## src/rtl/irq_request_gen.sv

```systemverilog
// irq_request_gen: per-channel key-to-interrupt request generator.
// Three independent channels each synchronize and debounce a raw key,
// issue a fixed-width break pulse on a press, then track the interrupt
// controller's pending level through acknowledge and completion.
// Completed services from all channels are tallied in a shared 8-bit count.
module irq_request_gen #(
    parameter int unsigned DEBOUNCE    = 4,
    parameter int unsigned PULSE_W     = 2,
    parameter int unsigned ACK_TIMEOUT = 16
) (
    input  logic       clk,
    input  logic       rst,
    input  logic [2:0] key,
    input  logic [2:0] iw,
    output logic [2:0] brk,
    output logic [2:0] busy,
    output logic [2:0] done,
    output logic [2:0] err,
    output logic [2:0] drop,
    output logic [7:0] cnt
);

    localparam logic [1:0] ST_IDLE      = 2'd0;
    localparam logic [1:0] ST_PULSE     = 2'd1;
    localparam logic [1:0] ST_WAIT_ACK  = 2'd2;
    localparam logic [1:0] ST_WAIT_DONE = 2'd3;

    localparam logic [7:0] DEB_LAST   = 8'(DEBOUNCE - 1);
    localparam logic [3:0] PULSE_LAST = 4'(PULSE_W - 1);
    localparam logic [7:0] ACK_LAST   = 8'(ACK_TIMEOUT - 1);

    // Synchronizers
    logic [2:0]      key_s1_q, key_s2_q;
    logic [2:0]      iw_s1_q, iw_s2_q;

    // Debounce state
    logic [2:0]      key_lvl_q, key_lvl_d;
    logic [2:0]      key_db_q, key_db_d;
    logic [2:0][7:0] db_cnt_q, db_cnt_d;
    logic [2:0]      press;

    // Channel FSMs and timers
    logic [2:0][1:0] state_q, state_d;
    logic [2:0][3:0] pcnt_q, pcnt_d;
    logic [2:0][7:0] tmr_q, tmr_d;

    // Registered outputs
    logic [2:0]      brk_q, brk_d;
    logic [2:0]      busy_q, busy_d;
    logic [2:0]      done_q, done_d;
    logic [2:0]      err_q, err_d;
    logic [2:0]      drop_q, drop_d;
    logic [7:0]      cnt_q, cnt_d;

    // Two-flop synchronizers for the asynchronous key and iw inputs
    always_ff @(posedge clk or posedge rst) begin
        if (rst) begin
            key_s1_q <= '0;
            key_s2_q <= '0;
            iw_s1_q  <= '0;
            iw_s2_q  <= '0;
        end else begin
            key_s1_q <= key;
            key_s2_q <= key_s1_q;
            iw_s1_q  <= iw;
            iw_s2_q  <= iw_s1_q;
        end
    end

    // Debounce: restart the stability count on any change, adopt the level once it has held
    always_comb begin
        key_lvl_d = key_s2_q;
        key_db_d  = key_db_q;
        db_cnt_d  = db_cnt_q;
        for (int unsigned n = 0; n < 3; n++) begin
            if (key_s2_q[n] != key_lvl_q[n]) begin
                db_cnt_d[n] = '0;
            end else if (db_cnt_q[n] == DEB_LAST) begin
                key_db_d[n] = key_lvl_q[n];
            end else begin
                db_cnt_d[n] = db_cnt_q[n] + 8'd1;
            end
        end
        press = key_db_d & ~key_db_q;
    end

    // Per-channel request FSM, output pulses and shared completion count
    always_comb begin
        state_d = state_q;
        pcnt_d  = pcnt_q;
        tmr_d   = tmr_q;
        done_d  = '0;
        err_d   = '0;
        drop_d  = '0;
        brk_d   = '0;
        busy_d  = '0;
        cnt_d   = cnt_q;
        for (int unsigned n = 0; n < 3; n++) begin
            drop_d[n] = press[n] && (state_q[n] != ST_IDLE);
            case (state_q[n])
                ST_IDLE: begin
                    if (press[n]) begin
                        state_d[n] = ST_PULSE;
                        pcnt_d[n]  = '0;
                    end
                end
                ST_PULSE: begin
                    if (pcnt_q[n] == PULSE_LAST) begin
                        state_d[n] = ST_WAIT_ACK;
                        tmr_d[n]   = '0;
                    end else begin
                        pcnt_d[n] = pcnt_q[n] + 4'd1;
                    end
                end
                ST_WAIT_ACK: begin
                    if (iw_s2_q[n]) begin
                        state_d[n] = ST_WAIT_DONE;
                    end else if (tmr_q[n] == ACK_LAST) begin
                        state_d[n] = ST_IDLE;
                        err_d[n]   = 1'b1;
                    end else begin
                        tmr_d[n] = tmr_q[n] + 8'd1;
                    end
                end
                ST_WAIT_DONE: begin
                    if (!iw_s2_q[n]) begin
                        state_d[n] = ST_IDLE;
                        done_d[n]  = 1'b1;
                    end
                end
                default: begin
                    state_d[n] = ST_IDLE;
                end
            endcase
            brk_d[n]  = (state_d[n] == ST_PULSE);
            busy_d[n] = (state_d[n] != ST_IDLE);
            if (done_d[n]) begin
                cnt_d = cnt_d + 8'd1;
            end
        end
    end

    // State, debounce and output registers
    always_ff @(posedge clk or posedge rst) begin
        if (rst) begin
            key_lvl_q <= '0;
            key_db_q  <= '0;
            db_cnt_q  <= '0;
            state_q   <= {3{ST_IDLE}};
            pcnt_q    <= '0;
            tmr_q     <= '0;
            brk_q     <= '0;
            busy_q    <= '0;
            done_q    <= '0;
            err_q     <= '0;
            drop_q    <= '0;
            cnt_q     <= '0;
        end else begin
            key_lvl_q <= key_lvl_d;
            key_db_q  <= key_db_d;
            db_cnt_q  <= db_cnt_d;
            state_q   <= state_d;
            pcnt_q    <= pcnt_d;
            tmr_q     <= tmr_d;
            brk_q     <= brk_d;
            busy_q    <= busy_d;
            done_q    <= done_d;
            err_q     <= err_d;
            drop_q    <= drop_d;
            cnt_q     <= cnt_d;
        end
    end

    assign brk  = brk_q;
    assign busy = busy_q;
    assign done = done_q;
    assign err  = err_q;
    assign drop = drop_q;
    assign cnt  = cnt_q;

endmodule
```

## config.mk

```make
export PLATFORM = sky130hd
export DESIGN_NAME = irq_request_gen
export DESIGN_NICKNAME = d
export VERILOG_FILES = /design/src/rtl/irq_request_gen.sv
export SDC_FILE = /design/constraint.sdc
export NUM_CORES = 1
export LEC_CHECK = 0
export ABC_AREA = 1
export ABC_CLOCK_PERIOD_IN_PS = 7700
export BUFFER_PORTS_ARGS = -buffer_cell sky130_fd_sc_hd__buf_4
export CAP_MARGIN = 10
export CORE_MARGIN = 5
export CORE_UTILIZATION = 50
export DETAILED_ROUTE_END_ITERATION = 8
export GPL_ROUTABILITY_DRIVEN = 0
export PLACE_DENSITY = 0.71
export REMOVE_ABC_BUFFERS = 1
export SYNTH_ARGS = -nofsm -noshare
export SYNTH_HDL_FRONTEND = slang
export SYNTH_SLANG_ARGS = --single-unit
```

## constraint.sdc

```tcl
create_clock -name clk -period 7.7 [get_ports clk]
set_input_delay 1.54 -clock clk [delete_from_list [all_inputs] [get_ports clk]]
set_output_delay 1.54 -clock clk [all_outputs]
set_load 0.005 [all_outputs]
```

# Yosys cells after proc, flatten, opt, wreduce, memory -nomap -nowiden
# Index checks and enable logic that the tools add are counted.
# op_classes
div_mod_pow,0
reduce_logical,24
n_addsub,12
muxes,69
shifts,0
bitwise_logic,2
multipliers,0
eq_ne,42
order_cmp,0
# op_table
cell,n
$mux 8,18
$add 8x1->8 const B,9
$pmux 8 s2,3
$ne 2x2->1 const B,18
$mux 2,15
$eq 8x2->1 const B,3
$eq 8x4->1 const B,3
$mux 4,6
$pmux 2 s4,3
$pmux 4 s2,3
$reduce_bool 2->1,12
$mux 1,21
$add 4x1->4 const B,3
$eq 2x1->1 const B,6
$eq 2x2->1 const B,6
$eq 4x1->1 const B,3
$reduce_and 4->1,3
$reduce_and 3->1,3
$logic_not 2->1,3
$and 3x3->3,1
$logic_and 1x1->1,3
$ne 1x1->1,3
$not 3->3,1
# word_totals
ramBits,0
inputBits,8
latch_bits,0
ff_bits,107
out_inout_bits,23
mem_count,0
mem_bits_ro,0

# Depth between registers and ports, before layout
# logic_depth
word_depth,7
mapped_depth,19

# Least setup slack after synthesis
# No wires, ideal clock.
# synth_path
path_type,flip-flop to flip-flop
start,"register cnt_q[0], in the netlist cnt[0]"
end,"register cnt_q[6], in the netlist cnt[6]"
period_less_slack_ns,2.226
n_path_buf,0
slack_ns,5.474
required_time_ns,7.582
path_stages_with_launch,17
arrival_ns,2.108
path_cell_list,dfrtp_1 > ha_1 > inv_1 > nand2_1 > nand2_1 > inv_1 > ha_1 > nand2_1 > nand2_1 > ha_1 > nand2_1 > a21oi_1 > nand2_1 > nor2_1 > nand2_1 > xor2_1 > inv_1
# synth_between
elab_chain_cells,6
# synth_rtl
element,line_no,rtl
from (decl),53,"logic [7:0] cnt_q, cnt_d;"
from (signal assigned),170,cnt_q <= cnt_d;
$add 8x1->8,138,cnt_d = cnt_d + 8'd1;
$mux 8 (*),137,if (done_d[n]) begin
$add 8x1->8,138,
$mux 8 (*),137,
$add 8x1->8,138,
$mux 8 (*),137,
net cnt_d[6],53,
# The timed path passes the listed nets; every way through them passes the cells marked *.
# A chain may end at the register's enable or synchronous reset.

# Worst setup path in the final report
# layout_path
start,register state_q[0] (netlist name)
end,"register cnt_q[6], in the netlist cnt[6]"
# layout_between
elab_chain_cells,7
# layout_rtl
element,line_no,rtl
from (decl),43,"logic [2:0][1:0] state_q, state_d;"
from (signal assigned),149,state_q <= {3{ST_IDLE}};
from (signal assigned),162,state_q <= state_d;
$eq 2x2->1 (*),100,case (state_q[n])
$mux 1 (*),100,
$mux 8 (*),137,
$add 8x1->8,138,
$mux 8 (*),137,
$add 8x1->8,138,
$mux 8 (*),137,
net cnt_d[6],53,
# Marks and branches as above.

==> impl_metrics.tcl <==
set metrics [dict create \
    initial_core_util_pct 51.5 \
    outcome "complete, no violations" \
    multiInputGateArea_um2 2190 \
    area_delta_synth_final_pct 10.5 \
    synth.distinct_cells 36 \
    grt_max_degree 76 \
    report.final.hold_viol_count 0 \
    synth.top_cells.by_count "nand2_1 (123), inv_1 (120), dfrtp_1 (107)" \
    dp_hpwl_mm 7.17 \
    clk_pin_slew_worst_paths_ps 90 \
    critPathMostFrequentCell "nand2_1" \
    worstSkewPairLatency_ps 360 \
    cts_hold_buffers 0 \
    totalPowerFinal_mw 1.66 \
    grt_first_pass_wirelength_mm 17.3 \
    p_switching_mw 0.644 \
    crit_type "flip-flop to flip-flop" \
    critPathMaxStageDelay_ps 460 \
    crit_path_start_kind "flip-flop" \
    ys_top_cells_by_area "dfrtp_1 (50%), nand2_1 (8.6%), inv_1 (8.4%), nor2_1 (4.8%), nand3_1 (3.6%)" \
    netSwitchingFraction_pct 38.8 \
    ys_ff_latch 107 \
    clock_path_buffers 2 \
    register_area_um2 2680 \
    endpoint_kind "flip-flop" \
    grt_use_total_pct 16.1 \
    hold-path-endpoint "key_lvl_d[0]$_DFF_PP0_" \
    cap_violations 0 \
    netlist_area_um2 5350 \
    worst_slew_pin_slew_ps 881 \
    rr_startpoint "state_q[0]$_DFF_PP0_" \
    drt_first_pass_iters 4 \
    setup_slack_ps 5060 \
    hp-class "flip-flop to flip-flop" \
    power.share.clock_pct 18.7 \
    h-tree-depth 3 \
    power_frac_seq_pct 46.5 \
    async_flop_share_pct 100 \
    pwr_density_cell_nw_per_um2 281 \
    crit_buf_inv 2 \
    p_int_mw 1.02 \
    routed_wl_mm 9.55 \
    layout.nets 712 \
    p_leak_nw 2.92 \
    p_comb_share_pct 34.8 \
    crit_chain "nand2_1 -> nor2_2 -> nand2_1 -> nand2_1 -> inv_1 -> ha_1 -> nand2_1 -> nand2_1 -> ha_1 -> nand2_1 -> a21oi_1 -> nand2_1 -> nor2_1 -> nand2_1 -> xor2_1 -> inv_1" \
    drcViolationCount 0 \
    grt_remaining_overflow 0 \
    min_from "key_s1_q[0]$_DFF_PP0_" \
    peakVddDrop_mv 0.188 \
    post_cts_resized 0 \
    avgSynthCellArea_um2 8.24 \
    synth_most_common_cell "nand2_1" \
    slew_headroom_pct 41.2 \
    place_inst 814 \
    numClockSinks 107 \
    drt_iter0_drc 243 \
    fin_cells 830 \
    vias 4161 \
    setup_viol 0 \
    period_minus_slack_ps 2640 \
    clock_tree.root_cell "clkbuf_8" \
    cp.required_ps 7960 \
    yosysTopAreaCellShare_pct 50.1 \
    dp_slack_ps 4800 \
    drive_gt1_share_pct 10.8 \
    synth_warnings 0 \
    pin_count 31 \
    r2r_cells 16 \
    vias_per_cell 5.01 \
    fp.dieW_um 113 \
    grt_pass1_vias 4055 \
    yosysSeqAreaShare_pct 50.1 \
    post-route-period-util_pct 34.3 \
    postRouteAntennaNets 0 \
    postCtsSetupRepairBufs 0 \
    wl_per_cell_um 11.5 \
    fillerInstances 938 \
    fmax_mhz 379 \
    synth_flop_cell "dfrtp_1" \
    antenna_found_initial 0 \
    port_buffers 30 \
    holdWs_ps 352 \
    cts_tree "done" \
    r2r-end "cnt[6]$_DFF_PP0_" \
    synth_top_area_cell "dfrtp_1" \
    synth_edf_count 0 \
    finalSetupTns_ps 0 \
    cts_made_buffers 9 \
    antenna_cells 0 \
    num_rows 37 \
    slew_violations 0 \
    arrival_ps 2900 \
    core_area_um2 10400 \
    min_delay_path_depth 0 \
    worstPathMaxFanout 12 \
    die_h_um 113 \
    r2r_setup_slack_ps 5060 \
    crit_slowest_cell "dfrtp_1" \
    fin_skew_ps 7.93 \
    dieArea_um2 12900 \
    rsz0062_at_grt "no" \
    crit_family "simple AND/OR/NAND/NOR gates" \
    synth_cells 649 \
]
how the worst max path moves through the flow:
stage / start / endpoint / cells past startpoint
finish: state_q[0]$_DFF_PP0_ / cnt[6]$_DFF_PP0_ / 16
global route: state_q[0]$_DFF_PP0_ / cnt[6]$_DFF_PP0_ / 16
CTS: state_q[0]$_DFF_PP0_ / cnt[6]$_DFF_PP0_ / 16
detailed placement: rst / db_cnt_q[12]$_DFFE_PP0P_ / 3
global placement: rst / tmr_q[13]$_DFFE_PP0P_ / 3
floorplan: rst / brk[0]$_DFF_PP0_ / 1
layer usage:
layer / wire [µm] / track usage (%) / share of wire (%) / vias to the layer above
li1: - / - / - / 2143
met1: 4440 / 20.3 / 46 / 1939
met2: 4580 / 27.4 / 48 / 67
met3: 420 / 4.56 / 4.4 / 12
met4: 109 / 4.33 / 1.1 / 0
met5: 0 / 0 / 0 / -
kinds of logic after synthesis:
group | share of synthesized area (%)
simple gates | 27.2
buf+inv | 9.01
flops | 50.1
compound gates | 7.07
xor+xnor | 2.95
fa+ha+maj | 3.51
mux | 0.211
layout make-up:
class / count / share of cell area, %
multi-input cells: 416 / 37.0
clock buffers: 14 / 2.75
well taps: 136 / 2.88
flip-flops and latches: 107 / 45.3
repair buffers: 31 / 3.94
clock inverters: 2 / 0.169
inverters: 124 / 7.92
cells in the final DEF, fill, tap and decap left out, types with 2 or more instances in the layout:
| cell type | instances |
|---|---|
| inv_1 | 119 |
| nor3b_1 | 4 |
| nand3_1 | 38 |
| nand4_1 | 19 |
| xor2_1 | 16 |
| a21oi_1 | 27 |
| nand3_2 | 3 |
| buf_4 | 31 |
| o21ai_1 | 2 |
| clkbuf_8 | 11 |
| ha_1 | 15 |
| nor2_2 | 3 |
| o31ai_1 | 2 |
| nor4_1 | 8 |
| nor2_1 | 68 |
| o22ai_1 | 2 |
| nand2_2 | 9 |
| inv_2 | 4 |
| or2_2 | 2 |
| nand2_1 | 123 |
| xnor2_1 | 2 |
| o21ai_0 | 33 |
| nor3_1 | 25 |
| nand3b_1 | 2 |
| nor2_4 | 3 |
| dfrtp_1 | 107 |
| clkbuf_1 | 3 |
| clkinv_2 | 2 |
power by group through the flow:
stage               Sequential, mW  Combinational [mW]  Clock, mW
global route                 0.790               0.673      0.348
detailed placement           0.783               0.577          0
global placement             0.775               0.557          0
finish                       0.773               0.577      0.310
floorplan                    0.762               0.421          0
CTS                          0.772               0.581      0.323
state kept, by name (all words and copies together), names as in the netlist:
register   flops
tmr_q         24
key_lvl_q      3
key_db_q       3
iw_s1_q        3
pcnt_q        12
state_q        6
err            3
iw_s2_q        3
busy           3
cnt            8
key_lvl_d      3
key_s1_q       3
done           3
drop           3
db_cnt_q      24
brk            3
metrics by stage:
stage          instance area, µm²  util (%)
2_1_floorplan                5330         -
3_3_place_gp                 5730      55.3
3_5_place_dp                 5730      55.3
4_1_cts                      5910      57.0
5_1_grt                      5910      57.0
6_report                     5910      57.0
worst reg2reg max path, stage by stage (launching register included):
cell and delay (ps):
dfrtp_1 460, nand2_1 90, nor2_2 420, nand2_1 130, nand2_1 120, inv_1 50
ha_1 270, nand2_1 50, nand2_1 130, ha_1 150, nand2_1 80, a21oi_1 160
nand2_1 100, nor2_1 100, nand2_1 70, xor2_1 120, inv_1 50
Power figures use the tool's default switching activity.
